--- config.mk ---
export PLATFORM = sky130hd
export DESIGN_NAME = ov7670_capture
export DESIGN_NICKNAME = d
export VERILOG_FILES = /design/src/rtl/ov7670_capture.sv
export SDC_FILE = /design/constraint.sdc
export NUM_CORES = 1
export LEC_CHECK = 0
export CAP_MARGIN = 20
export CORE_MARGIN = 5
export CORE_UTILIZATION = 40
export CTS_CLUSTER_DIAMETER = 50
export DETAILED_ROUTE_END_ITERATION = 6
export PLACE_DENSITY_LB_ADDON = 0.15
export SETUP_SLACK_MARGIN = 0.5
export SKIP_CTS_REPAIR_TIMING = 1
export SLEW_MARGIN = 5
export SYNTH_ARGS = -nofsm -noshare
export SYNTH_HDL_FRONTEND = slang
export SYNTH_SLANG_ARGS = --single-unit
export TNS_END_PERCENT = 5
--- constraint.sdc ---
create_clock -name clk -period 2.4 [get_ports clk]
set_input_delay 0.72 -clock clk [delete_from_list [all_inputs] [get_ports clk]]
set_output_delay 0.72 -clock clk [all_outputs]
set_load 0.05 [all_outputs]
--- src/rtl/ov7670_capture.sv ---
// ov7670_capture: samples the OV7670 parallel video bus (VSYNC/HREF/D[7:0]),
// pairs bytes into RGB565 pixels and drives the frame-buffer write port with a
// linear raster address (y*H_PIXELS + x). Single clock domain (camera PCLK).
// Ports:
//   clk, reset        pixel clock, synchronous active-high reset
//   vsync, href, pdata camera bus (vsync high = blanking, href high = byte valid)
//   we, wAddr, wData  buffer write port, one-cycle write pulse per pixel
//   frame_done        one-cycle pulse when a captured frame ends
//   line_err          sticky per frame: bad line length or address overflow
module ov7670_capture #(
  parameter int unsigned H_PIXELS = 320,
  parameter int unsigned V_LINES  = 240,
  parameter int unsigned ADDR_W   = 17
) (
  input  logic              clk,
  input  logic              reset,
  input  logic              vsync,
  input  logic              href,
  input  logic [7:0]        pdata,
  output logic              we,
  output logic [ADDR_W-1:0] wAddr,
  output logic [15:0]       wData,
  output logic              frame_done,
  output logic              line_err
);

  localparam int unsigned TOTAL      = H_PIXELS * V_LINES;
  localparam int unsigned LINE_BYTES = 2 * H_PIXELS;
  // One extra bit so the address can hold TOTAL itself when saturated.
  localparam int unsigned CNT_W      = ADDR_W + 1;
  localparam int unsigned BC_W       = $clog2(LINE_BYTES + 2) + 1;

  typedef enum logic [1:0] {
    SYNC   = 2'd0,
    BLANK  = 2'd1,
    ACTIVE = 2'd2
  } state_t;

  state_t              state_q, state_d;
  logic                vsync_q, vsync_d;
  logic                href_q, href_d;
  logic                phase_q, phase_d;
  logic [7:0]          hi_q, hi_d;
  logic [CNT_W-1:0]    addr_q, addr_d;
  logic [BC_W-1:0]     bcnt_q, bcnt_d;
  logic                pend_q, pend_d;
  logic [15:0]         pend_data_q, pend_data_d;
  logic [ADDR_W-1:0]   pend_addr_q, pend_addr_d;
  logic                we_q, we_d;
  logic [ADDR_W-1:0]   waddr_q, waddr_d;
  logic [15:0]         wdata_q, wdata_d;
  logic                frame_done_q, frame_done_d;
  logic                line_err_q, line_err_d;

  logic vs_rise_c, vs_fall_c, href_rise_c, href_fall_c;

  // Edge detection against the previous bus sample.
  always_comb begin
    vs_rise_c   = ~vsync_q & vsync;
    vs_fall_c   = vsync_q & ~vsync;
    href_rise_c = ~href_q & href;
    href_fall_c = href_q & ~href;
  end

  // Next-state and datapath logic.
  always_comb begin
    state_d      = state_q;
    vsync_d      = vsync;
    href_d       = href;
    phase_d      = phase_q;
    hi_d         = hi_q;
    addr_d       = addr_q;
    bcnt_d       = bcnt_q;
    pend_d       = 1'b0;
    pend_data_d  = pend_data_q;
    pend_addr_d  = pend_addr_q;
    we_d         = pend_q;
    waddr_d      = waddr_q;
    wdata_d      = wdata_q;
    frame_done_d = 1'b0;
    line_err_d   = line_err_q;

    // A completed pixel is staged one cycle, then presented on the write port.
    if (pend_q) begin
      waddr_d = pend_addr_q;
      wdata_d = pend_data_q;
    end

    unique case (state_q)
      SYNC: begin
        // Never start mid-frame: wait for the start of vertical blanking.
        if (vs_rise_c) state_d = BLANK;
      end

      BLANK: begin
        if (vs_fall_c) begin
          state_d    = ACTIVE;
          addr_d     = '0;
          phase_d    = 1'b0;
          bcnt_d     = '0;
          line_err_d = 1'b0;
        end
      end

      ACTIVE: begin
        if (vs_rise_c) begin
          // Frame ends here; a half-assembled pixel is discarded.
          state_d      = BLANK;
          frame_done_d = 1'b1;
          phase_d      = 1'b0;
        end else if (href) begin
          if (href_rise_c)  bcnt_d = BC_W'(1);
          else if (!(&bcnt_q)) bcnt_d = BC_W'(bcnt_q + 1'b1);

          if (!phase_q) begin
            hi_d    = pdata;
            phase_d = 1'b1;
          end else begin
            phase_d = 1'b0;
            if (addr_q < CNT_W'(TOTAL)) begin
              pend_d      = 1'b1;
              pend_data_d = {hi_q, pdata};
              pend_addr_d = ADDR_W'(addr_q);
              addr_d      = CNT_W'(addr_q + 1'b1);
            end else begin
              // Buffer full: drop the pixel, hold the address, flag the frame.
              line_err_d = 1'b1;
            end
          end
        end else if (href_fall_c) begin
          // Trailing odd byte is dropped; check the finished line's length.
          phase_d = 1'b0;
          if (bcnt_q != BC_W'(LINE_BYTES)) line_err_d = 1'b1;
        end
      end

      default: state_d = SYNC;
    endcase
  end

  // State register.
  always_ff @(posedge clk) begin
    if (reset) begin
      state_q      <= SYNC;
      vsync_q      <= 1'b0;
      href_q       <= 1'b0;
      phase_q      <= 1'b0;
      hi_q         <= '0;
      addr_q       <= '0;
      bcnt_q       <= '0;
      pend_q       <= 1'b0;
      pend_data_q  <= '0;
      pend_addr_q  <= '0;
      we_q         <= 1'b0;
      waddr_q      <= '0;
      wdata_q      <= '0;
      frame_done_q <= 1'b0;
      line_err_q   <= 1'b0;
    end else begin
      state_q      <= state_d;
      vsync_q      <= vsync_d;
      href_q       <= href_d;
      phase_q      <= phase_d;
      hi_q         <= hi_d;
      addr_q       <= addr_d;
      bcnt_q       <= bcnt_d;
      pend_q       <= pend_d;
      pend_data_q  <= pend_data_d;
      pend_addr_q  <= pend_addr_d;
      we_q         <= we_d;
      waddr_q      <= waddr_d;
      wdata_q      <= wdata_d;
      frame_done_q <= frame_done_d;
      line_err_q   <= line_err_d;
    end
  end

  assign we         = we_q;
  assign wAddr      = waddr_q;
  assign wData      = wdata_q;
  assign frame_done = frame_done_q;
  assign line_err   = line_err_q;

endmodule
==> results list <==
- From left edge to right edge, the die measures 118 microns.
- Timing would allow up to 0.448 GHz.
* Post-synthesis instance total: 556
* Power per Cell Area: 615 nW/um^2
- After floorplanning, the core was divided into 39 placement rows.
- Routed wirelength normalized by instance count: 14.4 microns
- Kind of start point of the critical path: flip-flop
- Adding up every negative setup slack in the final design gives 0 ps.
- HPWL reported at the end of detailed placement: 7840 microns
* RePlAce Congestion: 0.868
- In this design, the stage delay of the slowest critical-path cell is 810 ps.
- Dominant register cell in the synthesized netlist: sky130_fd_sc_hd__dfxtp_1
- For flop-to-flop paths, the worst setup slack is 350 ps.
* Final-report setup violation count: 0
- Between clock sinks in the finished design, the worst skew comes to 9.57 ps.
- Number of design-rule violations left by the first detailed-router iteration: 193
* Setup slack after placement: -112 ps
- In the synthesized netlist the async set-or-reset flop fraction comes to 0%.
- Of the cells placed in the final design, the portion with a size suffix greater than 1 is 13.7%.
- Number of nets in the finished design: 640
* Required time at the worst-slack endpoint: 1680 ps
- The first global-routing pass estimated 19200 microns of wire.
- Total Wirelength: 11100 microns
- After detailed routing, the number of vias per cell comes to 5.28.
- Cell type with the largest total area after synthesis: sky130_fd_sc_hd__dfxtp_1
- For this design the top-level I/O count stands at 48.
- Of the total power, combinational logic draws 6.4%.
* Power Total: 3.67 mW
- TritonCTS clock tree: done
- The setup path with the least slack is of type reg -> out.
- Along the worst path, the maximum fanout reaches 2.
- Sequential share of power: 51.0%
* Proportion of synthesized area in mux cells: 7.89%
* Synthesized-area fraction occupied by adder cells: 1.60%
* Clock input transition at the sequential cells of the worst setup and hold paths: 80 ps
- Syn avg cell area: 8.44 sq um
- GRT overflow: 0
- Top cells by area in the synthesized netlist: sky130_fd_sc_hd__dfxtp_1 48%, sky130_fd_sc_hd__nand2_1 8.5%, sky130_fd_sc_hd__mux2i_1 7.9%
* Number of synthesized flops with an enable pin: 0
* Total count of max-transition violations in the final report: 0
- The H-tree generated during clock tree synthesis spans 3 levels.
- At the end of the flow the core is filled with cells to 52.1%.
- Total number of cells along the worst setup path: 1
- Once detail routing completed, the nets flagged for antenna violations numbered 0.
- Cell area after technology mapping: 4690 sq um
- The floorplan step set the die height to 118 microns.
- Ordered list of cells on the worst path: clkdlybuf4s50_1
- In the global route stage, overall resource usage came out at 16.3%.
* Leading cell types in the layout, fill and taps excluded: 108 x sky130_fd_sc_hd__dfxtp_1, 106 x sky130_fd_sc_hd__nand2_1, 60 x sky130_fd_sc_hd__a21oi_1
- Synthesis instantiated 55 different standard cells from the library.
* Status: completed
* Compound-Gate Fraction of Synth Area: 14.7%
- Final instance area: 5970 sq um
- Delay-heaviest family, CP: buffers and inverters
- Actual slew at the worst max-slew pin: 511 ps
- The number of buffers and inverters on the critical path is 1.
* Syn nets: 574
- Post-synthesis share of cell area spent on and, or, nand and nor gates: 24.0%
- The min-delay analysis places its worst path in the category reg -> reg.
- The internal portion of the total power is 2.82 mW.
- Once placement finished, the instance area stood at 5560 sq um.
- Clock Latency Late Sink: 360 ps
* Min-Delay Path Depth: 2
- For this run, design rule violations remaining after detail routing come to 0.
- Buffers inserted during clock tree synthesis total 9.
* Cell depth of the worst flop-to-flop path: 6
- Across all setup checks in the final design, the least slack found is 166 ps.
- The number of global-route vias before repair was 4045.
- Clock power share: 42.6%
- For this design the total switching power over the nets is 0.852 mW.
- Slew margin rel.: 65.9%
- The cell sitting at the root of the clock tree is a sky130_fd_sc_hd__clkbuf_16.
- Of the total power, the share spent switching nets is 23.2%.
* Maximum number of pins on one net before global-route repair: 59
* Portion of the post-synthesis area used by sequential elements: 47.8%
- Clock sinks: 112
- RSZ-0062 raised after global routing: yes
- Crit path DAT: 1510 ps
- Post-route clock period utilization: 93.1%
- Count of filler cells inserted in the layout: 1080
- IR analysis of the VDD net gives a maximum drop of 0.464 mV.
- Die ar.: 14000 sq um
- Among all stages on the critical path, the largest delay is contributed by sky130_fd_sc_hd__clkdlybuf4s50_1.
- Capturing element type of the critical path: primary output
- The longest clock path from root to sink contains 2 buffers.
- Counting flops and latches in the post-synthesis netlist gives 112.
* Antenna violations before repair: 0
* Via count: 4066
* Post-synthesis to final-layout area growth: 27.2%
- Share of Yosys cell area claimed by the top area cell type: 47.8%
- The library cell used most frequently in the layout, excluding fill and tap cells, is sky130_fd_sc_hd__dfxtp_1.
* Detailed-router iteration count before antenna repair: 4
- Max-cap violations in this run came to 0.
- Once the floorplan was initialized, standard cells occupied 40.9% of the core.
- The count of final hold-check violations was 0.
* Port Buffer Count: 47
- Min Clock Period, post-route: 2230 ps
- The number of antenna diodes in the final layout is 0.
* Placeable core region: 11500 sq um
- Of the total synthesized cell area, the portion taken by XOR and XNOR cells is 0.560%.
* Largest family of logic cells by synthesized area: simple AND/OR/NAND/NOR gates
- Count of synthesis-stage warnings from yosys: 0
* Leakage Power: 2.03 nW
cell families after synthesis:
kind of cell,count (synthesis)
and+or+nand+nor,247
adders and majority gates,6
xor gates and xnor gates,3
AOI/OAI and AO/OA,111
buffers and inverters,40
muxes,37
DFF,112
routing by layer:
| metal | global-route usage (%) | vias to the layer above | wire (microns) |
|---|---|---|---|
| met3 | 4.25 | 13 | 463 |
| li1 | - | 2069 | - |
| met2 | 26.1 | 71 | 4950 |
| met4 | 5.88 | 0 | 174 |
| met5 | 0 | - | 0 |
| met1 | 21.2 | 1913 | 5480 |
cell usage after synthesis (4+ instances only):
| library cell | count |
|---|---|
| sky130_fd_sc_hd__clkbuf_1 | 20 |
| sky130_fd_sc_hd__or3_1 | 4 |
| sky130_fd_sc_hd__nor4_1 | 4 |
| sky130_fd_sc_hd__o21ai_0 | 11 |
| sky130_fd_sc_hd__nand2b_1 | 9 |
| sky130_fd_sc_hd__buf_2 | 6 |
| sky130_fd_sc_hd__a21oi_1 | 62 |
| sky130_fd_sc_hd__nand4_1 | 11 |
| sky130_fd_sc_hd__inv_1 | 11 |
| sky130_fd_sc_hd__ha_1 | 6 |
| sky130_fd_sc_hd__nor2_1 | 57 |
| sky130_fd_sc_hd__a31oi_1 | 8 |
| sky130_fd_sc_hd__mux2i_1 | 37 |
| sky130_fd_sc_hd__dfxtp_1 | 112 |
| sky130_fd_sc_hd__nor2b_1 | 5 |
| sky130_fd_sc_hd__nor3_1 | 13 |
| sky130_fd_sc_hd__nand2_1 | 106 |
| sky130_fd_sc_hd__nand3_1 | 18 |
path summary, 6_finish.rpt:
check	startpoint	endpoint
worst min register to register	hi_q[3]	pend_data_q[11]
worst min-delay path	hi_q[3]	pend_data_q[11]
worst max register to register	bcnt_q[0]	bcnt_q[0]
worst max-delay path	wData[8]	wData[8]
state kept, by name, indices dropped and copies added, names as in the netlist, 2 cells and up:
signal	count
addr_q	18
pend_addr_q	17
wAddr	17
pend_data_q	16
wData	16
bcnt_q	11
hi_q	8
state_q	2
worst reg2reg max path, cell delays in order (launching register included):
cell and delay, ps:
sky130_fd_sc_hd__dfxtp_1 420, sky130_fd_sc_hd__ha_1 260, sky130_fd_sc_hd__nand4_1 190, sky130_fd_sc_hd__or3_1 450, sky130_fd_sc_hd__and3_1 280, sky130_fd_sc_hd__a211oi_1 240, sky130_fd_sc_hd__a311oi_1 80
final cells by class:
type                    count  area (sq um)  share of cell area (%)
multi-input cells         404          2380                    39.9
flip-flops and latches    112          2250                    37.6
repair buffers             84           803                    13.5
clock buffers              10           239                    4.00
well taps                 143           179                    3.00
clock inverters             6          77.6                    1.30
inverters                  11          41.3                   0.692
power groups by stage:
stage	combinational (mW)	clock, mW	sequential [mW]
finish	0.234	1.56	1.87
global route	0.253	1.67	1.87
CTS	0.214	1.61	1.87
detailed placement	0.212	0	1.91
global placement	0.209	0	1.91
floorplan	0.110	0	1.92
metrics by stage:
step	std cells	hold slack, ps
finish	770	451
global route	770	474
CTS	769	456
detailed placement	753	447
global placement	753	444
floorplan	556	432
No activity file was read; power rests on OpenSTA's default activity.
